File: src/rtl/dmem_arb_pkg.sv
// Shared types and constants for the data memory arbiter.
package dmem_arb_pkg;

  typedef enum logic [1:0] {
    ST_IDLE   = 2'd0,
    ST_ACCESS = 2'd1,
    ST_RESP   = 2'd2
  } state_t;

  localparam logic PORT_PIPE = 1'b0;
  localparam logic PORT_DMA  = 1'b1;

endpackage

File: src/rtl/dmem_rr_pick.sv
// Combinational 2-way requester picker.
// DMEM_ARB_FIXED_PRIO_EN selects fixed port-0 priority; default is round robin on last.
module dmem_rr_pick
  import dmem_arb_pkg::*;
(
  input  logic [1:0] req,
  input  logic       last,
  output logic       grant_idx,
  output logic       any
);

  assign any = |req;

`ifdef DMEM_ARB_FIXED_PRIO_EN
  assign grant_idx = req[0] ? PORT_PIPE : PORT_DMA;
`else
  always_comb begin
    grant_idx = PORT_PIPE;
    if (req == 2'b11)
      grant_idx = ~last;
    else if (req[1])
      grant_idx = PORT_DMA;
  end
`endif

endmodule

File: src/rtl/data_memory_arbiter.sv
// Shares the single-port data memory between the pipeline port (0) and the DMA port (1).
// Each access runs IDLE -> ACCESS -> RESP; DMEM_ARB_FIXED_PRIO_EN selects fixed priority.
module data_memory_arbiter
  import dmem_arb_pkg::*;
#(
  parameter int W     = 31,
  parameter int CELLS = 255
) (
  input  logic       clock,
  input  logic       reset,
  input  logic       p0_req,
  input  logic       p0_we,
  input  logic [W:0] p0_addr,
  input  logic [W:0] p0_wdata,
  output logic       p0_gnt,
  output logic       p0_rsp_valid,
  output logic [W:0] p0_rdata,
  output logic       p0_rsp_err,
  input  logic       p1_req,
  input  logic       p1_we,
  input  logic [W:0] p1_addr,
  input  logic [W:0] p1_wdata,
  output logic       p1_gnt,
  output logic       p1_rsp_valid,
  output logic [W:0] p1_rdata,
  output logic       p1_rsp_err,
  output logic [W:0] mem_address,
  output logic [W:0] mem_write_data,
  output logic       mem_control_write,
  input  logic [W:0] mem_read_data
);

  localparam logic [W:0] MAX_ADDR = (W+1)'(CELLS);

  function automatic logic addr_ok(input logic [W:0] a);
    return a <= MAX_ADDR;
  endfunction

  function automatic logic [W:0] read_result(input logic ok, input logic we,
                                             input logic [W:0] data);
    return (ok && !we) ? data : '0;
  endfunction

  state_t     state;
  logic       last;
  logic       pick_idx;
  logic       pick_any;
  logic       sel_we;
  logic [W:0] sel_addr;
  logic [W:0] sel_wdata;
  logic       cmd_port_p0;
  logic       cmd_we_p0;
  logic       cmd_ok_p0;
  logic [W:0] rd_val;

  dmem_rr_pick u_pick (
    .req       ({p1_req, p0_req}),
    .last      (last),
    .grant_idx (pick_idx),
    .any       (pick_any)
  );

  always_comb begin
    sel_we    = p0_we;
    sel_addr  = p0_addr;
    sel_wdata = p0_wdata;
    if (pick_idx == PORT_DMA) begin
      sel_we    = p1_we;
      sel_addr  = p1_addr;
      sel_wdata = p1_wdata;
    end
  end

  assign rd_val = read_result(cmd_ok_p0, cmd_we_p0, mem_read_data);

`ifdef DMEM_ARB_FIXED_PRIO_EN
  assign last = PORT_DMA;
`else
  always_ff @(posedge clock or posedge reset) begin
    if (reset)
      last <= PORT_DMA;
    else if (state == ST_IDLE && pick_any)
      last <= pick_idx;
  end
`endif

  always_ff @(posedge clock or posedge reset) begin
    if (reset) begin
      state             <= ST_IDLE;
      p0_gnt            <= 1'b0;
      p1_gnt            <= 1'b0;
      p0_rsp_valid      <= 1'b0;
      p1_rsp_valid      <= 1'b0;
      p0_rsp_err        <= 1'b0;
      p1_rsp_err        <= 1'b0;
      p0_rdata          <= '0;
      p1_rdata          <= '0;
      mem_address       <= '0;
      mem_write_data    <= '0;
      mem_control_write <= 1'b0;
      cmd_port_p0       <= PORT_PIPE;
      cmd_we_p0         <= 1'b0;
      cmd_ok_p0         <= 1'b0;
    end else begin
      p0_gnt            <= 1'b0;
      p1_gnt            <= 1'b0;
      p0_rsp_valid      <= 1'b0;
      p1_rsp_valid      <= 1'b0;
      mem_control_write <= 1'b0;
      case (state)
        // Stage p0: latch the winner's command; memory sees it from the next cycle on
        ST_IDLE: begin
          if (pick_any) begin
            cmd_port_p0       <= pick_idx;
            cmd_we_p0         <= sel_we;
            cmd_ok_p0         <= addr_ok(sel_addr);
            mem_address       <= sel_addr;
            mem_write_data    <= sel_wdata;
            mem_control_write <= sel_we & addr_ok(sel_addr);
            p0_gnt            <= (pick_idx == PORT_PIPE);
            p1_gnt            <= (pick_idx == PORT_DMA);
            state             <= ST_ACCESS;
          end
        end
        // Stage p1: capture read data at the end of ACCESS and present the response
        ST_ACCESS: begin
          if (cmd_port_p0 == PORT_PIPE) begin
            p0_rsp_valid <= 1'b1;
            p0_rdata     <= rd_val;
            p0_rsp_err   <= ~cmd_ok_p0;
          end else begin
            p1_rsp_valid <= 1'b1;
            p1_rdata     <= rd_val;
            p1_rsp_err   <= ~cmd_ok_p0;
          end
          state <= ST_RESP;
        end
        ST_RESP: state <= ST_IDLE;
        default: state <= ST_IDLE;
      endcase
    end
  end

  assert property (@(posedge clock) disable iff (reset) $onehot0({p0_gnt, p1_gnt}));
  assert property (@(posedge clock) disable iff (reset) $onehot0({p0_rsp_valid, p1_rsp_valid}));
  assert property (@(posedge clock) disable iff (reset) mem_control_write |-> state == ST_ACCESS);

endmodule

File: config.mk
export PLATFORM = sky130hd
export DESIGN_NAME = data_memory_arbiter
export DESIGN_NICKNAME = d
export VERILOG_FILES = /design/src/rtl/dmem_arb_pkg.sv /design/src/rtl/dmem_rr_pick.sv /design/src/rtl/data_memory_arbiter.sv
export SDC_FILE = /design/constraint.sdc
export NUM_CORES = 1
export LEC_CHECK = 0
export ABC_AREA = 1
export CAP_MARGIN = 20
export CELL_PAD_IN_SITES_DETAIL_PLACEMENT = 2
export CELL_PAD_IN_SITES_GLOBAL_PLACEMENT = 2
export CORE_MARGIN = 2
export CORE_UTILIZATION = 22
export DETAILED_ROUTE_END_ITERATION = 16
export PLACE_DENSITY = 0.88
export SLEW_MARGIN = 20
export SYNTH_ARGS = -nofsm -noshare
export SYNTH_HDL_FRONTEND = slang
export SYNTH_SLANG_ARGS = --single-unit
File: constraint.sdc
create_clock -name clock -period 6.42 [get_ports clock]
set_clock_uncertainty 0.2 [all_clocks]
set_input_delay 0.963 -clock clock [delete_from_list [all_inputs] [get_ports clock]]
set_output_delay 0.963 -clock clock [all_outputs]
set_load 0.03 [all_outputs]
==> impl_metrics.csv <==
group,metric,value,unit
worst_hold_path,hp-class,"register to register",
power,internal_power,2.384,mW
placed_design,dpl.hpwl,19010,µm
power,leakage,4.821,nW
finish,fillCellCount,3151,
finish,layout.nets,1241,
routing,drc,0,
power,pwr_density_cell,408.7,nW/µm²
routing,drtPass1Iterations,4,
finish,seqCellArea,3530,µm²
routing,postRouteAntennaNets,0,
clocking,post-cts-setup-buffers,0,
synthesis,syn_avg_cell_area,7.934,µm²
sta,period_share,55.87,%
setup_path,reg2reg_depth,10,
clocking,cts_buffers,17,
sta,tightest_slew,884.6,ps
placed_design,io_buffers,300,
clocking,ctsResizeCount,0,
routing,initialDrtViolationCount,215,
placed_design,place_congestion,0.7848,
setup_path,critPathArrivalTime,3670,ps
global_route,grt_pass1_vias,7203,
sta,finalHoldViolations,0,
floorplan,pin_count,301,
job,drv_cap,0,
setup_path,endpoint_kind,"register",
clocking,cts_root_buffer,"clkbuf_16",
clocking,clk_pin_slew,60,ps
floorplan,die_h,173,µm
setup_path,required,6500,ps
finish,multi_input_area,2312,µm²
clocking,tritoncts,"yes",
sta,holdWs,274.6,ps
synthesis,syn_nets,958,
routing,routed_via_density,4.345,
setup_path,path_class,"input pin to register",
routing,vias,6370,
worst_hold_path,holdPathEnd,"state[1]",
floorplan,die_area,29930,µm²
finish,drive_gt1_share,4.504,%
sta,finalSetupTns,0,ps
power,power_frac_comb,45.1,%
synthesis,ys_seq_area_share,56.17,%
floorplan,initial_core_util,22.49,%
floorplan,dieWidth,173,µm
sta,rsz0062_at_grt,"no",
synthesis,ys_ff_latch,141,
global_route,grt_max_degree,94,
synthesis,synth_warnings,0,
setup_path,reg2reg_from,"last",
floorplan,fp.coreArea,27930,µm²
global_route,grt_overflow,0,
power,worst_ir_drop_vdd,0.0001572,V
synthesis,synthCells,792,
synthesis,netlist_area,6284,µm²
sta,layout_min_cycle_time,3587,ps
clocking,htreeDepth,4,
floorplan,rows,61,
clocking,clock_sinks,141,
worst_hold_path,hold_path.startpoint,"state[1]",
synthesis,synth_cell_types,23,
power,p_sw,1.774,mW
routing,wire_per_inst,17.62,µm
finish,antenna_cells,0,
power,p_seq_share,31.5,%
sta,maxSlewViolCount,0,
sta,relSlewSlack,41.03,%
sta,setup_viol,0,
setup_path,worstReg2RegEnd,"cmd_ok_p0",
clocking,clockBufferDepth,2,
clocking,ctsHoldBuffers,0,
finish,syn_to_final_growth,61.93,%
global_route,grt.total_usage,17.49,%
sta,fmax,0.2788,GHz
worst_hold_path,whs_path_depth,1,
routing,wl,25840,µm
setup_path,rrSetupSlack,3940,ps
setup_path,cp_max_fo,40,
global_route,grt_pass1_wl,41210,µm
run_status,status,"finished, final reports clean",
power,switching_share,42.67,%
clocking,clk_latency,410,ps
global_route,grt_antenna_before_repair,0,
power,pwr-share-clk,23.4,%
setup_path,startpoint_type,"input pin",
[power groups by stage]
stage | logic [mW] | registers [mW] | clock network, mW
after floorplan | 0.563 | 1.77 | 0
after global placement | 1.86 | 1.31 | 0
after detailed placement | 1.91 | 1.33 | 0
after CTS | 1.91 | 1.31 | 1.01
after global routing | 2.03 | 1.34 | 1.05
final | 1.88 | 1.31 | 0.974
[critical path: stages]
cell and delay (ps):
clkdlybuf4s50_1 830, o21ai_4 880, buf_4 530, nor2_1 120, a22oi_1 230, o21ai_1 90
[through the flow]
step / util, % / cells / power [mW] / area [µm²] / setup slack (ps)
2_1_floorplan: - / 792 / 2.332 / 6284 / 1477
3_3_place_gp: 34.38 / 1434 / 3.166 / 9603 / 2442
3_5_place_dp: 34.38 / 1434 / 3.233 / 9603 / 2379
4_1_cts: 36.42 / 1466 / 4.235 / 10170 / 2819
5_1_grt: 36.42 / 1466 / 4.429 / 10170 / 2642
6_report: 36.42 / 1466 / 4.159 / 10170 / 2833
[flip-flops by register name (all words and copies together), names as in the netlist]
name / cells
p1_gnt: 1
p1_rsp_err: 1
mem_control_write: 1
last: 1
state: 2
cmd_port_p0: 1
cmd_we_p0: 1
p1_rsp_valid: 1
p0_rsp_err: 1
mem_address: 32
mem_write_data: 32
cmd_ok_p0: 1
p0_rsp_valid: 1
p0_rdata: 32
p1_rdata: 32
p0_gnt: 1
[Yosys cell counts (all sizes together)]
| master | number | share of area [%] |
|---|---|---|
| dfrtp | 140 | 56 |
| nor2 | 95 | 5.7 |
| inv | 58 | 3.5 |
| nand2 | 327 | 20 |
| a22oi | 1 | 0.12 |
| o21ai | 102 | 8.2 |
| nand3b | 14 | 1.7 |
| buf | 27 | 2.6 |
| nand3 | 2 | 0.16 |
| dfstp | 1 | 0.42 |
| a31oi | 8 | 0.80 |
| clkbuf | 17 | 1.0 |
[metal layers]
metal / global-route usage (%) / up-vias / wire (µm)
met4: 4.449 / 0 / 325
met2: 31.88 / 197 / 13470
met5: 0 / - / 0
li1: - / 3004 / -
met3: 4.661 / 21 / 1515
met1: 20.23 / 3148 / 10520
[cells in the final DEF, fill, tap and decap left out, types with 2 or more instances in the layout]
| master | count |
|---|---|
| buf_4 | 8 |
| nand2_2 | 3 |
| clkdlybuf4s50_1 | 300 |
| nor2_1 | 94 |
| nand3b_1 | 14 |
| o21ai_0 | 96 |
| a31oi_1 | 8 |
| inv_1 | 56 |
| clkbuf_16 | 17 |
| inv_6 | 6 |
| nand3_1 | 2 |
| dfrtp_1 | 140 |
| o21ai_1 | 5 |
| nand2_1 | 322 |
| clkinv_4 | 4 |
| clkinvlp_4 | 2 |
[cell families after synthesis]
family | count (synthesis) | share of synthesized area [%]
compound gates | 111 | 9.100
simple gates | 438 | 27.58
buf+inv | 102 | 7.149
flops | 141 | 56.17
[layout make-up]
cell class,count,area share [%]
clock inverters,13,1.267
repair buffers,308,30.10
multi-input cells,549,22.72
inverters,58,2.213
clock buffers,19,4.353
well taps,378,4.648
flip-flops and latches,141,34.69
[worst max path at each step]
stage	from	to	slack, ps	depth (start not counted)
final	p1_req	cmd_we_p0	2830	6
after global routing	p1_req	cmd_we_p0	2640	6
after CTS	p1_req	cmd_we_p0	2820	6
after detailed placement	p1_req	cmd_we_p0	2380	6
after global placement	p1_req	cmd_we_p0	2440	6
after floorplan	reset	cmd_ok_p0	1480	1
Power figures use the tool's default switching activity.
